<file path="config.mk">
export PLATFORM = sky130hd
export DESIGN_NAME = seq_detector_param
export DESIGN_NICKNAME = d
export VERILOG_FILES = /design/src/rtl/seq_det_pkg.sv /design/src/rtl/seq_prefix_match.sv /design/src/rtl/seq_detector_param.sv
export SDC_FILE = /design/constraint.sdc
export NUM_CORES = 1
export LEC_CHECK = 0
export ABC_AREA = 1
export CORE_MARGIN = 3
export CORE_UTILIZATION = 57
export DETAILED_ROUTE_END_ITERATION = 6
export GPL_ROUTABILITY_DRIVEN = 1
export PLACE_DENSITY = 0.83
export SYNTH_ARGS = -nofsm -noshare
export SYNTH_HDL_FRONTEND = slang
export SYNTH_SLANG_ARGS = --single-unit
</file>
<file path="constraint.sdc">
create_clock -name clk -period 8.6 [get_ports clk]
set_input_delay 1.72 -clock clk [delete_from_list [all_inputs] [get_ports clk]]
set_output_delay 1.72 -clock clk [all_outputs]
set_load 0.03 [all_outputs]
</file>
<file path="src/rtl/seq_det_pkg.sv">
// Shared constants for the programmable sequence detector.
// Output-mode encodings and a constant clog2 for parameter checks.
package seq_det_pkg;

  localparam logic MODE_MEALY = 1'b0;
  localparam logic MODE_MOORE = 1'b1;

  function automatic int clog2(input int v);
    int r;
    r = 0;
    for (int i = 0; i < 32; i++) begin
      if ((1 << r) < v) r++;
    end
    return r;
  endfunction

endpackage

</file>
<file path="src/rtl/seq_prefix_match.sv">
// Longest pattern-prefix search over the candidate window.
// In: w, wv, pat_r, len_r. Out: next_q, full_match.
module seq_prefix_match #(
  parameter int N  = 8,
  parameter int LW = 4
) (
  input  logic [N-1:0]  w,
  input  logic [LW-1:0] wv,
  input  logic [N-1:0]  pat_r,
  input  logic [LW-1:0] len_r,
  output logic [LW-1:0] next_q,
  output logic          full_match
);

  localparam logic [N-1:0] ONES = '1;

  // The first k pattern bits sit at pat_r[len_r-1 -: k];
  // shifting them down lets one masked compare test w[k-1:0].
  // Ascending k with overwrite leaves the longest hit.
  always_comb begin
    next_q = '0;
    for (int k = 1; k <= N; k++) begin
      if (k <= int'(len_r) && k <= int'(wv)) begin
        if (((w ^ (pat_r >> (int'(len_r) - k)))
             & (ONES >> (N - k))) == '0)
          next_q = LW'(k);
      end
    end
    full_match = (len_r != '0) && (next_q == len_r);
  end

endmodule

</file>
<file path="src/rtl/seq_detector_param.sv">
// Runtime-programmable serial sequence detector with counter.
// In: clk reset X M OV load pat len. Out: Z Q match_cnt.
module seq_detector_param
  import seq_det_pkg::*;
#(
  parameter int             N           = 8,
  parameter int             LW          = 4,
  parameter int             CNT_W       = 8,
  parameter logic [N-1:0]   DEFAULT_PAT = 'b0000_1011,
  parameter int             DEFAULT_LEN = 4
) (
  input  logic             clk,
  input  logic             reset,
  input  logic             X,
  input  logic             M,
  input  logic             OV,
  input  logic             load,
  input  logic [N-1:0]     pat,
  input  logic [LW-1:0]    len,
  output logic             Z,
  output logic [LW-1:0]    Q,
  output logic [CNT_W-1:0] match_cnt
);

  if (N < 2 || clog2(N + 1) > LW) begin : g_bad_param
    $error("seq_detector_param: need N>=2 and 2**LW > N");
  end

  logic [N-1:0]  pat_r;
  logic [LW-1:0] len_r;
  // Only N-1 history bits are ever read; the oldest falls off.
  logic [N-2:0]  h;
  logic [LW-1:0] vcnt;
  logic [LW-1:0] q;
  logic          zm;

  logic [N-1:0]  w;
  logic [LW-1:0] wv;
  logic [LW-1:0] next_q;
  logic          full_match;

  assign w  = {h, X};
  assign wv = (vcnt == LW'(N)) ? LW'(N) : vcnt + LW'(1);

  seq_prefix_match #(
    .N  (N),
    .LW (LW)
  ) u_match (
    .w          (w),
    .wv         (wv),
    .pat_r      (pat_r),
    .len_r      (len_r),
    .next_q     (next_q),
    .full_match (full_match)
  );

  always_ff @(posedge clk or posedge reset) begin
    if (reset) begin
      pat_r     <= DEFAULT_PAT;
      len_r     <= LW'(DEFAULT_LEN);
      h         <= '0;
      vcnt      <= '0;
      q         <= '0;
      zm        <= 1'b0;
      match_cnt <= '0;
    end else if (load) begin
      pat_r     <= pat;
      len_r     <= (len > LW'(N)) ? LW'(N) : len;
      h         <= '0;
      vcnt      <= '0;
      q         <= '0;
      zm        <= 1'b0;
      match_cnt <= '0;
    end else begin
      h  <= w[N-2:0];
      q  <= next_q;
      zm <= full_match;
      if (full_match && match_cnt != '1)
        match_cnt <= match_cnt + CNT_W'(1);
      // Non-overlap: forget the matched bits, keep shifting.
      vcnt <= (full_match && !OV) ? '0 : wv;
    end
  end

  assign Q = q;
  assign Z = reset ? 1'b0
           : (M == MODE_MOORE) ? zm : full_match;

endmodule

</file>
==> impl_metrics.csv, run 1 <==
group,metric,value,unit
sta,worst_slack,1.90,ns
layout,synthToLayoutAreaGrowth,9.71,%
status,outcome,"completed",
layout,nets,742,
global_routing,grt_max_degree,38,
setup_path,critPathCaptureType,"primary output",
placement,dp_hpwl,9.98,mm
sta,fin_crit_sh,0.779,
run,max-cap-violations,0,
layout,finish.utilization,0.664,
sta,rsz0062_at_grt,"false",
synthesis,synth_top_area_share,0.278,
clock_tree,ctsResizeCount,0,
global_routing,grt_overflow,0,
route,dr.first_iter.drc_count,495,
global_routing,grt_pass1_vias,4133,
setup_path,critPathKind,"register to primary output",
pwr,p_per_area,148,nW/µm²
synthesis,ys_ff_latch,36,
sta,max_slew_margin,0.389,
pwr,ir_drop,95.9,µV
clock_tree,clk_pin_slew,0.07,ns
clock_tree,cts_sinks,36,
synthesis,synth_warnings,0,
clock_tree,cts_tree,"built",
route,drt-pass1-iter-count,6,
die,fp.dieArea,7970,µm²
pwr,leakagePower,2.32,nW
die,core_area,6530,µm²
layout,drive_above_1_share,0.0568,
route,vias_per_cell,5.95,
synthesis,synth_area_leaders,"nand2_1, dfrtp_1, nand3_1",
route,wl,13.2,mm
clock_tree,cts.htree.levels,2,
die,num_rows,29,
synthesis,synth_ff_type,"dfrtp_1",
route,drtAntennaViolNets,0,
placement,gp_congestion,1.02,
clock_tree,cts_buffer_depth,2,
synthesis,yosys.area.top_type,"nand2_1",
die,die_h,89.3,µm
synthesis,synth_edf_count,0,
hold_path,min_path_type,"register to register",
placement,io_buffer_count,30,
die,start_util,0.606,
synthesis,syn_nets,723,
setup_path,path_max_fanout,25,
clock_tree,root_buffer,"clkbuf_8",
clock_tree,hold_buffers,0,
sta,clock.fmax,149,MHz
die,num_io_pins,31,
clock_tree,insertion_delay,0.30,ns
placement,pre_cts_ws,2.14,ns
synthesis,synth-seq-area-share,0.229,
die,die_x,89.3,µm
global_routing,antenna_found_initial,0,
setup_path,startpoint_type,"register",
sta,tns,0,ns
sta,skew,0.0139,ns
synthesis,synth_cell_types,36,
route,routed-via-count,4648,
sta,fin_crit,6.70,ns
sta,worstMarginPinSlew,0.916,ns
route,drc,0,
sta,setup_viol,0,
synthesis,synthArstFlopShare,1.00,
setup_path,cp.arrival,4.98,ns
route,post_drt_wl_per_cell,16.9,µm
clock_tree,cts_buffers,5,
clock_tree,post_cts_buffers,0,
global_routing,grt_pass1_wl,20.7,mm
synthesis,synth_area_per_cell,5.78,µm²
sta,hold_violations,0,
synthesis,syn_area,3960,µm²
setup_path,worstPathRequired,6.88,ns
layout,diodes,0,
synthesis,synthCells,684,
sta,slew_violations,0,
global_routing,track_usage,0.344,
where the power goes:
group / internal, mW / leakage [nW] / switching, mW
clock network: 0.0570 / 0.0422 / 0.0654
registers: 0.183 / 0.467 / 0.0251
logic: 0.100 / 1.81 / 0.211
layer usage:
| metal | part of all wire | up-vias | track usage |
|---|---|---|---|
| li1 | - | 2220 | - |
| met4 | 0.030 | 0 | 0.124 |
| met1 | 0.42 | 2131 | 0.471 |
| met3 | 0.10 | 30 | 0.0802 |
| met5 | 0 | - | 0 |
| met2 | 0.44 | 267 | 0.530 |
area by class of cell:
cell class                 count  area (µm²)
clock buffer                   7        76.3
multi-input combinational    573        2730
timing repair buffer          32         315
clock inverter                 1        5.00
fill                         640        2190
sequential                    36         906
tap                           77        96.3
inverter                      55         206
sequential cells by signal, indices dropped and copies added (netlist names):
| signal | cells |
|---|---|
| pat_r | 8 |
| match_cnt | 8 |
| Q | 4 |
| len_r | 4 |
| zm | 1 |
| vcnt | 4 |
| h | 7 |
cells by family after synthesis:
kind of cell    share of synthesized area
compound gates                     0.0639
xor+xnor                           0.0244
fa+ha+maj                          0.0664
buf+inv                            0.0797
flops                               0.229
simple gates                        0.537
path summary, 6_finish.rpt:
check                           startpoint       end  slack, ns  cells after the start
worst max-delay path              len_r[0]         Z       1.90                     21
worst max register to register    len_r[0]   vcnt[1]       4.27                     21
worst min-delay path              pat_r[3]  pat_r[3]       0.50                      2
max in group asynchronous            reset  pat_r[3]       6.37                      3
worst min register to register    pat_r[3]  pat_r[3]       0.50                      2
min in group asynchronous            reset      Q[1]       1.85                      3
critical path: stages, from the launching register on:
cell	delay (ns)
dfrtp_1	0.95
inv_2	0.38
ha_1	0.70
inv_2	0.17
nand2_1	0.20
nand2_1	0.11
nand2_1	0.06
nand2_1	0.12
nand3_1	0.09
nand2_1	0.06
nor2_1	0.11
nand2_1	0.09
nand2_1	0.07
nand3_1	0.09
nand2_1	0.10
nand2_1	0.07
nand2_1	0.06
nand2_1	0.10
nor2_4	0.15
nand2_1	0.16
a21oi_1	0.16
clkdlybuf4s50_1	0.68
cells in the mapped netlist, types with 6 or more instances:
| master | number |
|---|---|
| dfrtp_1 | 32 |
| nand2_1 | 293 |
| inv_1 | 48 |
| a21oi_1 | 19 |
| nand4_1 | 13 |
| buf_2 | 6 |
| clkbuf_1 | 10 |
| nand2_2 | 9 |
| nor2_1 | 65 |
| nand3_1 | 96 |
| ha_1 | 21 |
| o21ai_0 | 18 |
| inv_2 | 6 |
| xor2_1 | 7 |
placed cells by master (no fill, tap or decap), drive strengths merged:
cell type	count
clkinv	2
nand3	99
o211ai	2
nand2	304
nand4	13
nand3b	3
o31ai	2
dfstp	4
o21ai	19
dfrtp	32
inv	54
or2	3
a21boi	1
xnor2	4
a21oi	19
nor3b	1
ha	21
o21bai	2
nor3	2
buf	2
nor2	70
clkdlybuf4s50	30
clkbuf	7
xor2	7
o22ai	1
stage by stage:
stage	area [µm²]	std cells	power, mW	hold WS (ns)
after floorplan	3960	684	0.429	0.458
after global placement	4260	773	0.504	0.478
after detailed placement	4260	773	0.512	0.481
after CTS	4340	781	0.634	0.495
after global routing	4340	781	0.687	0.514
final	4340	781	0.643	0.502
Note: power is estimated with default switching activity, not from simulation.
==> inputs of run 2 (changes only) <==
Settings changed: CORE_UTILIZATION 57 to 54.
Clock period 8.6 ns to 6 ns, I/O delays scaled along.
==> run 2 against run 1 <==
Sequential power increased by 38%. Setup slack worse by 1.5 ns. Clock power rose by 61%. Non-clock buffer count up 5. Combinational power increased by 50%. Critical path type unchanged.
==> impl_metrics.csv, run 2 (same netlist as run 1, synthesis figures left out) <==
group,metric,value,unit
sta,hold_violations,0,
route,drc,0,
layout,drive_above_1_share,0.0663,
clock_tree,ctsResizeCount,0,
setup_path,reg2reg_to,"vcnt[0]",
setup_path,crit_path_end,"Z",
die,num_rows,30,
route,wl,13.0,mm
die,die_x,91.6,µm
die,fp.dieArea,8390,µm²
sta,rsz0062_at_grt,"false",
setup_path,critPathCaptureType,"primary output",
route,drt-pass1-iter-count,6,
clock_tree,insertion_delay,0.31,ns
layout,diodes,0,
placement,gp_congestion,1.03,
sta,fin_crit,5.63,ns
route,dr_wl_met3,1.43,mm
sta,clock.fmax,177,MHz
layout,final_common_cell,"nand2_1",
setup_path,worstPathRequired,4.80,ns
global_routing,grt_overflow,0,
setup_path,path_max_fanout,20,
sta,slew_violations,0,
clock_tree,cts_tree,"built",
die,num_io_pins,31,
clock_tree,post_cts_buffers,0,
setup_path,r2r_setup_slack,2.22,ns
layout,design_area,4420,µm²
layout,fin_cells,805,
die,start_util,0.570,
layout,finish.utilization,0.636,
layout,regArea,906,µm²
route,drtAntennaViolNets,0,
die,die_h,91.6,µm
global_routing,grt_pass1_wl,20.9,mm
sta,skew,0.0131,ns
status,outcome,"completed",
sta,setup_viol,0,
route,post_drt_wl_per_cell,16.2,µm
setup_path,cp.arrival,4.43,ns
layout,nets,747,
placement,dp_hpwl,9.99,mm
clock_tree,clk_pin_slew,0.08,ns
clock_tree,root_buffer,"clkbuf_8",
pwr,leakagePower,2.35,nW
global_routing,grt_pass1_vias,4184,
setup_path,worstSetupStartpoint,"len_r[2]",
clock_tree,cts.htree.levels,2,
clock_tree,hold_buffers,0,
placement,place_area,4320,µm²
route,dr.first_iter.drc_count,692,
setup_path,r2r_cells,20,
sta,fin_crit_sh,0.939,
route,top_layer,"met4",
clock_tree,cts_buffers,5,
sta,max_slew_margin,0.598,
placement,io_buffer_count,30,
route,m1WireLength,5.38,mm
route,routed-wl-met2,5.52,mm
run,max-cap-violations,0,
layout,mostFrequentLayoutCells,"nand2_1, nand3_1, nor2_1",
layout,fillers,680,
sta,tns,0,ns
layout,synthToLayoutAreaGrowth,11.6,%
pwr,ir_drop,124,µV
layout,multi_input_area,2730,µm²
die,core_area,6940,µm²
clock_tree,cts_sinks,36,
placement,dp_cells,797,
layout,reg_top3,"match_cnt x8, pat_r x8, h x7",
route,routed-via-count,4662,
global_routing,track_usage,0.318,
setup_path,startpoint_type,"register",
clock_tree,cts_buffer_depth,2,
pwr,total_power,952,µW
setup_path,worstReg2RegStart,"len_r[2]",
sta,worstMarginPinSlew,0.601,ns
pwr,p_per_area,216,nW/µm²
setup_path,critPathKind,"register to primary output",
global_routing,antenna_found_initial,0,
hold_path,min_path_type,"register to register",
global_routing,grt_max_degree,38,
route,vias_per_cell,5.79,
[run 2: critical path: stages (launching register included)]
cell	delay [ns]
dfstp_2	0.79
inv_2	0.28
ha_1	0.38
nor2_1	0.31
a21oi_1	0.12
nand2_1	0.10
nand2_1	0.06
nor2_1	0.10
nor2_1	0.05
nor2_1	0.21
nand2_1	0.11
nand2_1	0.09
nand3_1	0.08
nand2_1	0.08
nand2_1	0.08
nand2_1	0.07
nand2_1	0.08
nor2_4	0.17
nand2_1	0.13
a21oi_1	0.17
clkdlybuf4s50_1	0.69
[run 2: worst min-delay path by stage]
stage / startpoint / end / slack, ns / depth (start not counted)
floorplan: pat_r[0] / pat_r[0] / 0.46 / 2
global placement: pat_r[3] / pat_r[3] / 0.47 / 2
detailed placement: pat_r[3] / pat_r[3] / 0.50 / 2
CTS: pat_r[3] / pat_r[3] / 0.51 / 2
global route: pat_r[0] / pat_r[0] / 0.54 / 2
finish: pat_r[3] / pat_r[3] / 0.51 / 2
[run 2: area by class of cell]
cell class	count	share of cell area
repair buffers	37	0.0799
flip-flops and latches	36	0.205
multi-input cells	573	0.619
clock buffers	6	0.0187
clock inverters	2	0.00312
inverters	55	0.0468
well taps	96	0.0272
[run 2: power by group]
group | internal [mW] | switching, mW | total, mW
clock | 0.0941 | 0.103 | 0.197
combinational | 0.148 | 0.320 | 0.468
sequential | 0.263 | 0.0235 | 0.286
[run 2: layer usage]
layer  global-route usage  vias up
met5                    0        -
li1                     -     2227
met3               0.0522       58
met1                0.436     2087
met4                0.160        0
met2                0.480      290
[run 2: per-stage QoR]
step	worst slack [ns]	hold WS (ns)
after floorplan	1.69	0.458
after global placement	0.791	0.473
after detailed placement	0.691	0.496
after CTS	0.449	0.508
after global routing	0.0859	0.540
final	0.365	0.507
==> inputs of run 3 (changes only) <==
Settings changed: CORE_UTILIZATION 54 to 50, PLACE_DENSITY 0.83 to 0.77, SYNTH_HIERARCHICAL set to 1.
==> run 3 against run 2 <==
Clock power decreased by 12%. First-iteration DRC count decreased by 31%. Global-route usage down 4.9 points. Highest routed layer unchanged. Non-clock buffer count grew 2. Critical path depth decreased by 2. Combinational power rose by 3%. Setup slack better by 0.075 ns. Cell count increased by 8.1%. Critical path type is now primary input to primary output. Wire length rose by 0.62%. Synthesized area grew 7.8%. Largest power group unchanged.
==> impl_metrics.csv, run 3 <==
group,metric,value,unit
route,dr.first_iter.drc_count,476,
hold_path,hold_end,"pat_r[1]",
global_routing,grt_overflow,0,
synthesis,synthAdderAreaFrac,0.0499,
setup_path,startpoint_type,"primary input",
sta,rsz0062_at_grt,"false",
clock_tree,cts_buffer_depth,2,
status,outcome,"completed",
die,core_area,8260,µm²
sta,setup_viol,0,
pwr,ir_drop,158,µV
clock_tree,clk_pin_slew,0.08,ns
setup_path,r2r_setup_slack,2.37,ns
sta,skew,0.00837,ns
setup_path,r2r_cells,22,
hold_path,worst_hold_startpoint,"pat_r[1]",
synthesis,synthCells,741,
synthesis,synthArstFlopShare,1.00,
clock_tree,cts.htree.levels,2,
run,max-cap-violations,0,
sta,slew_violations,0,
setup_path,worstPathRequired,4.80,ns
layout,final_common_cell,"nand2_1",
clock_tree,root_buffer,"clkbuf_8",
die,die_x,98.4,µm
placement,pre_cts_ws,0.442,ns
layout,synthToLayoutAreaGrowth,9.86,%
sta,fin_crit,5.56,ns
layout,reg_top3,"match_cnt x8, pat_r x8, h x7",
layout,mostFrequentLayoutCells,"nand2_1, nand3_1, inv_1",
global_routing,grt_pass1_vias,4632,
synthesis,synth_top_family_by_area,"simple AND/OR/NAND/NOR gates",
placement,dp_hpwl,9.95,mm
synthesis,synth-compound-area-share,0.0683,
synthesis,synth_commonest_cells,"nand2_1, nand3_1, inv_1, nor2_1, dfrtp_1",
die,num_rows,33,
synthesis,synth_xor_xnor_area_share,0.00821,
synthesis,syn_nets,776,
sta,worst_slack,0.440,ns
clock_tree,insertion_delay,0.30,ns
die,die_h,98.4,µm
setup_path,reg2reg_to,"match_cnt[7]",
synthesis,synth_warnings,6,
sta,worstMarginPinSlew,0.539,ns
synthesis,synth_top_area_share,0.246,
layout,drive_above_1_share,0.0837,
layout,finish.utilization,0.567,
setup_path,path_max_fanout,10,
clock_tree,ctsResizeCount,0,
synthesis,synth_cell_types,40,
clock_tree,cts_sinks,36,
setup_path,critPathKind,"primary input to primary output",
route,vias_per_cell,5.69,
synthesis,synth_edf_count,0,
placement,io_buffer_count,30,
hold_path,hold_depth,2,
setup_path,cp.arrival,4.36,ns
sta,clock.fmax,180,MHz
synthesis,synth_area_leaders,"nand2_1, dfrtp_1, nand3_1",
pwr,leakagePower,2.52,nW
synthesis,synth_ff_type,"dfrtp_1",
global_routing,antenna_found_initial,0,
route,drtAntennaViolNets,0,
sta,max_slew_margin,0.640,
sta,fin_crit_sh,0.927,
pwr,p_per_area,201,nW/µm²
setup_path,critPathCaptureType,"primary output",
synthesis,yosysMostFrequentCell,"nand2_1",
layout,diodes,0,
synthesis,synth_area_per_cell,5.76,µm²
global_routing,grt_pass1_wl,21.5,mm
clock_tree,hold_buffers,0,
route,drc,0,
global_routing,grt_max_degree,37,
placement,gp_congestion,1.07,
die,start_util,0.517,
route,drt-pass1-iter-count,6,
synthesis,synth-seq-area-share,0.212,
synthesis,synth.area.mux_share,0,
clock_tree,cts_buffers,5,
synthesis,syn_area,4270,µm²
layout,nets,799,
sta,hold_violations,0,
clock_tree,post_cts_buffers,0,
synthesis,yosys.area.top_type,"nand2_1",
die,fp.dieArea,9670,µm²
route,routed-via-count,4954,
die,num_io_pins,31,
clock_tree,cts_tree,"built",
synthesis,yosys.area_share.simple,0.547,
route,wl,13.1,mm
setup_path,worstReg2RegStart,"len_r[2]",
sta,tns,0,ns
synthesis,ys_ff_latch,36,
global_routing,track_usage,0.269,
hold_path,min_path_type,"register to register",
route,post_drt_wl_per_cell,15.1,µm
run 3: worst max path at each step:
stage	startpoint	to	slack [ns]
2_1_floorplan	len_r[1]	Z	1.44
3_3_place_gp	X	Z	0.54
3_5_place_dp	X	Z	0.44
4_1_cts	X	Z	0.43
5_1_grt	len_r[1]	Z	0.06
6_report	X	Z	0.44
run 3: area by class of cell:
cell class,instances,area (µm²)
Fill cell,828,3570
Timing Repair Buffer,39,368
Clock buffer,7,76.3
Inverter,85,322
Multi-Input combinational cell,597,2870
Tap cell,105,131
Sequential cell,36,906
Clock inverter,1,8.76
run 3: logic make-up (layout without fill, tap and decap cells):
| logic type | after synthesis | in the layout |
|---|---|---|
| and+or+nand+nor | 526 | 526 |
| buffers and inverters | 108 | 132 |
| AOI/OAI and AO/OA | 50 | 50 |
| DFF | 36 | 36 |
| adders and majority gates | 17 | 17 |
| xor gates and xnor gates | 4 | 4 |
run 3: power by group:
part           internal, mW  switching (mW)  total (mW)
Clock                0.0830          0.0915       0.174
Combinational         0.156           0.326       0.482
Sequential            0.262          0.0227       0.284
run 3: stage by stage:
stage               instances  area, µm²  total power, mW  hold slack (ns)
global route              870       4690             1.01            0.526
CTS                       870       4690            0.932            0.498
detailed placement        862       4600            0.756            0.487
finish                    870       4690            0.940            0.496
global placement          862       4600            0.748            0.488
floorplan                 741       4270            0.639            0.456
run 3: per-layer routing:
layer,GRT usage,vias up,routed length [µm],share of wire
met3,0.0500,58,1040,0.079
met2,0.439,244,5930,0.45
met1,0.332,2242,5480,0.42
met5,0,-,0,0
met4,0.152,0,650,0.050
li1,-,2410,-,-
run 3: critical path, stage by stage:
cell	delay [ns]
clkdlybuf4s50_1	0.61
inv_1	0.32
nand4_1	0.16
and2_0	0.17
nand2_1	0.06
nor2_1	0.04
nor2_1	0.11
nand2_1	0.09
nand2_1	0.09
nand2_1	0.06
nand2_1	0.07
nand2_1	0.05
nor2_1	0.24
inv_1	0.13
nor2_1	0.11
a21oi_1	0.05
nor2_1	0.10
clkdlybuf4s50_1	0.69
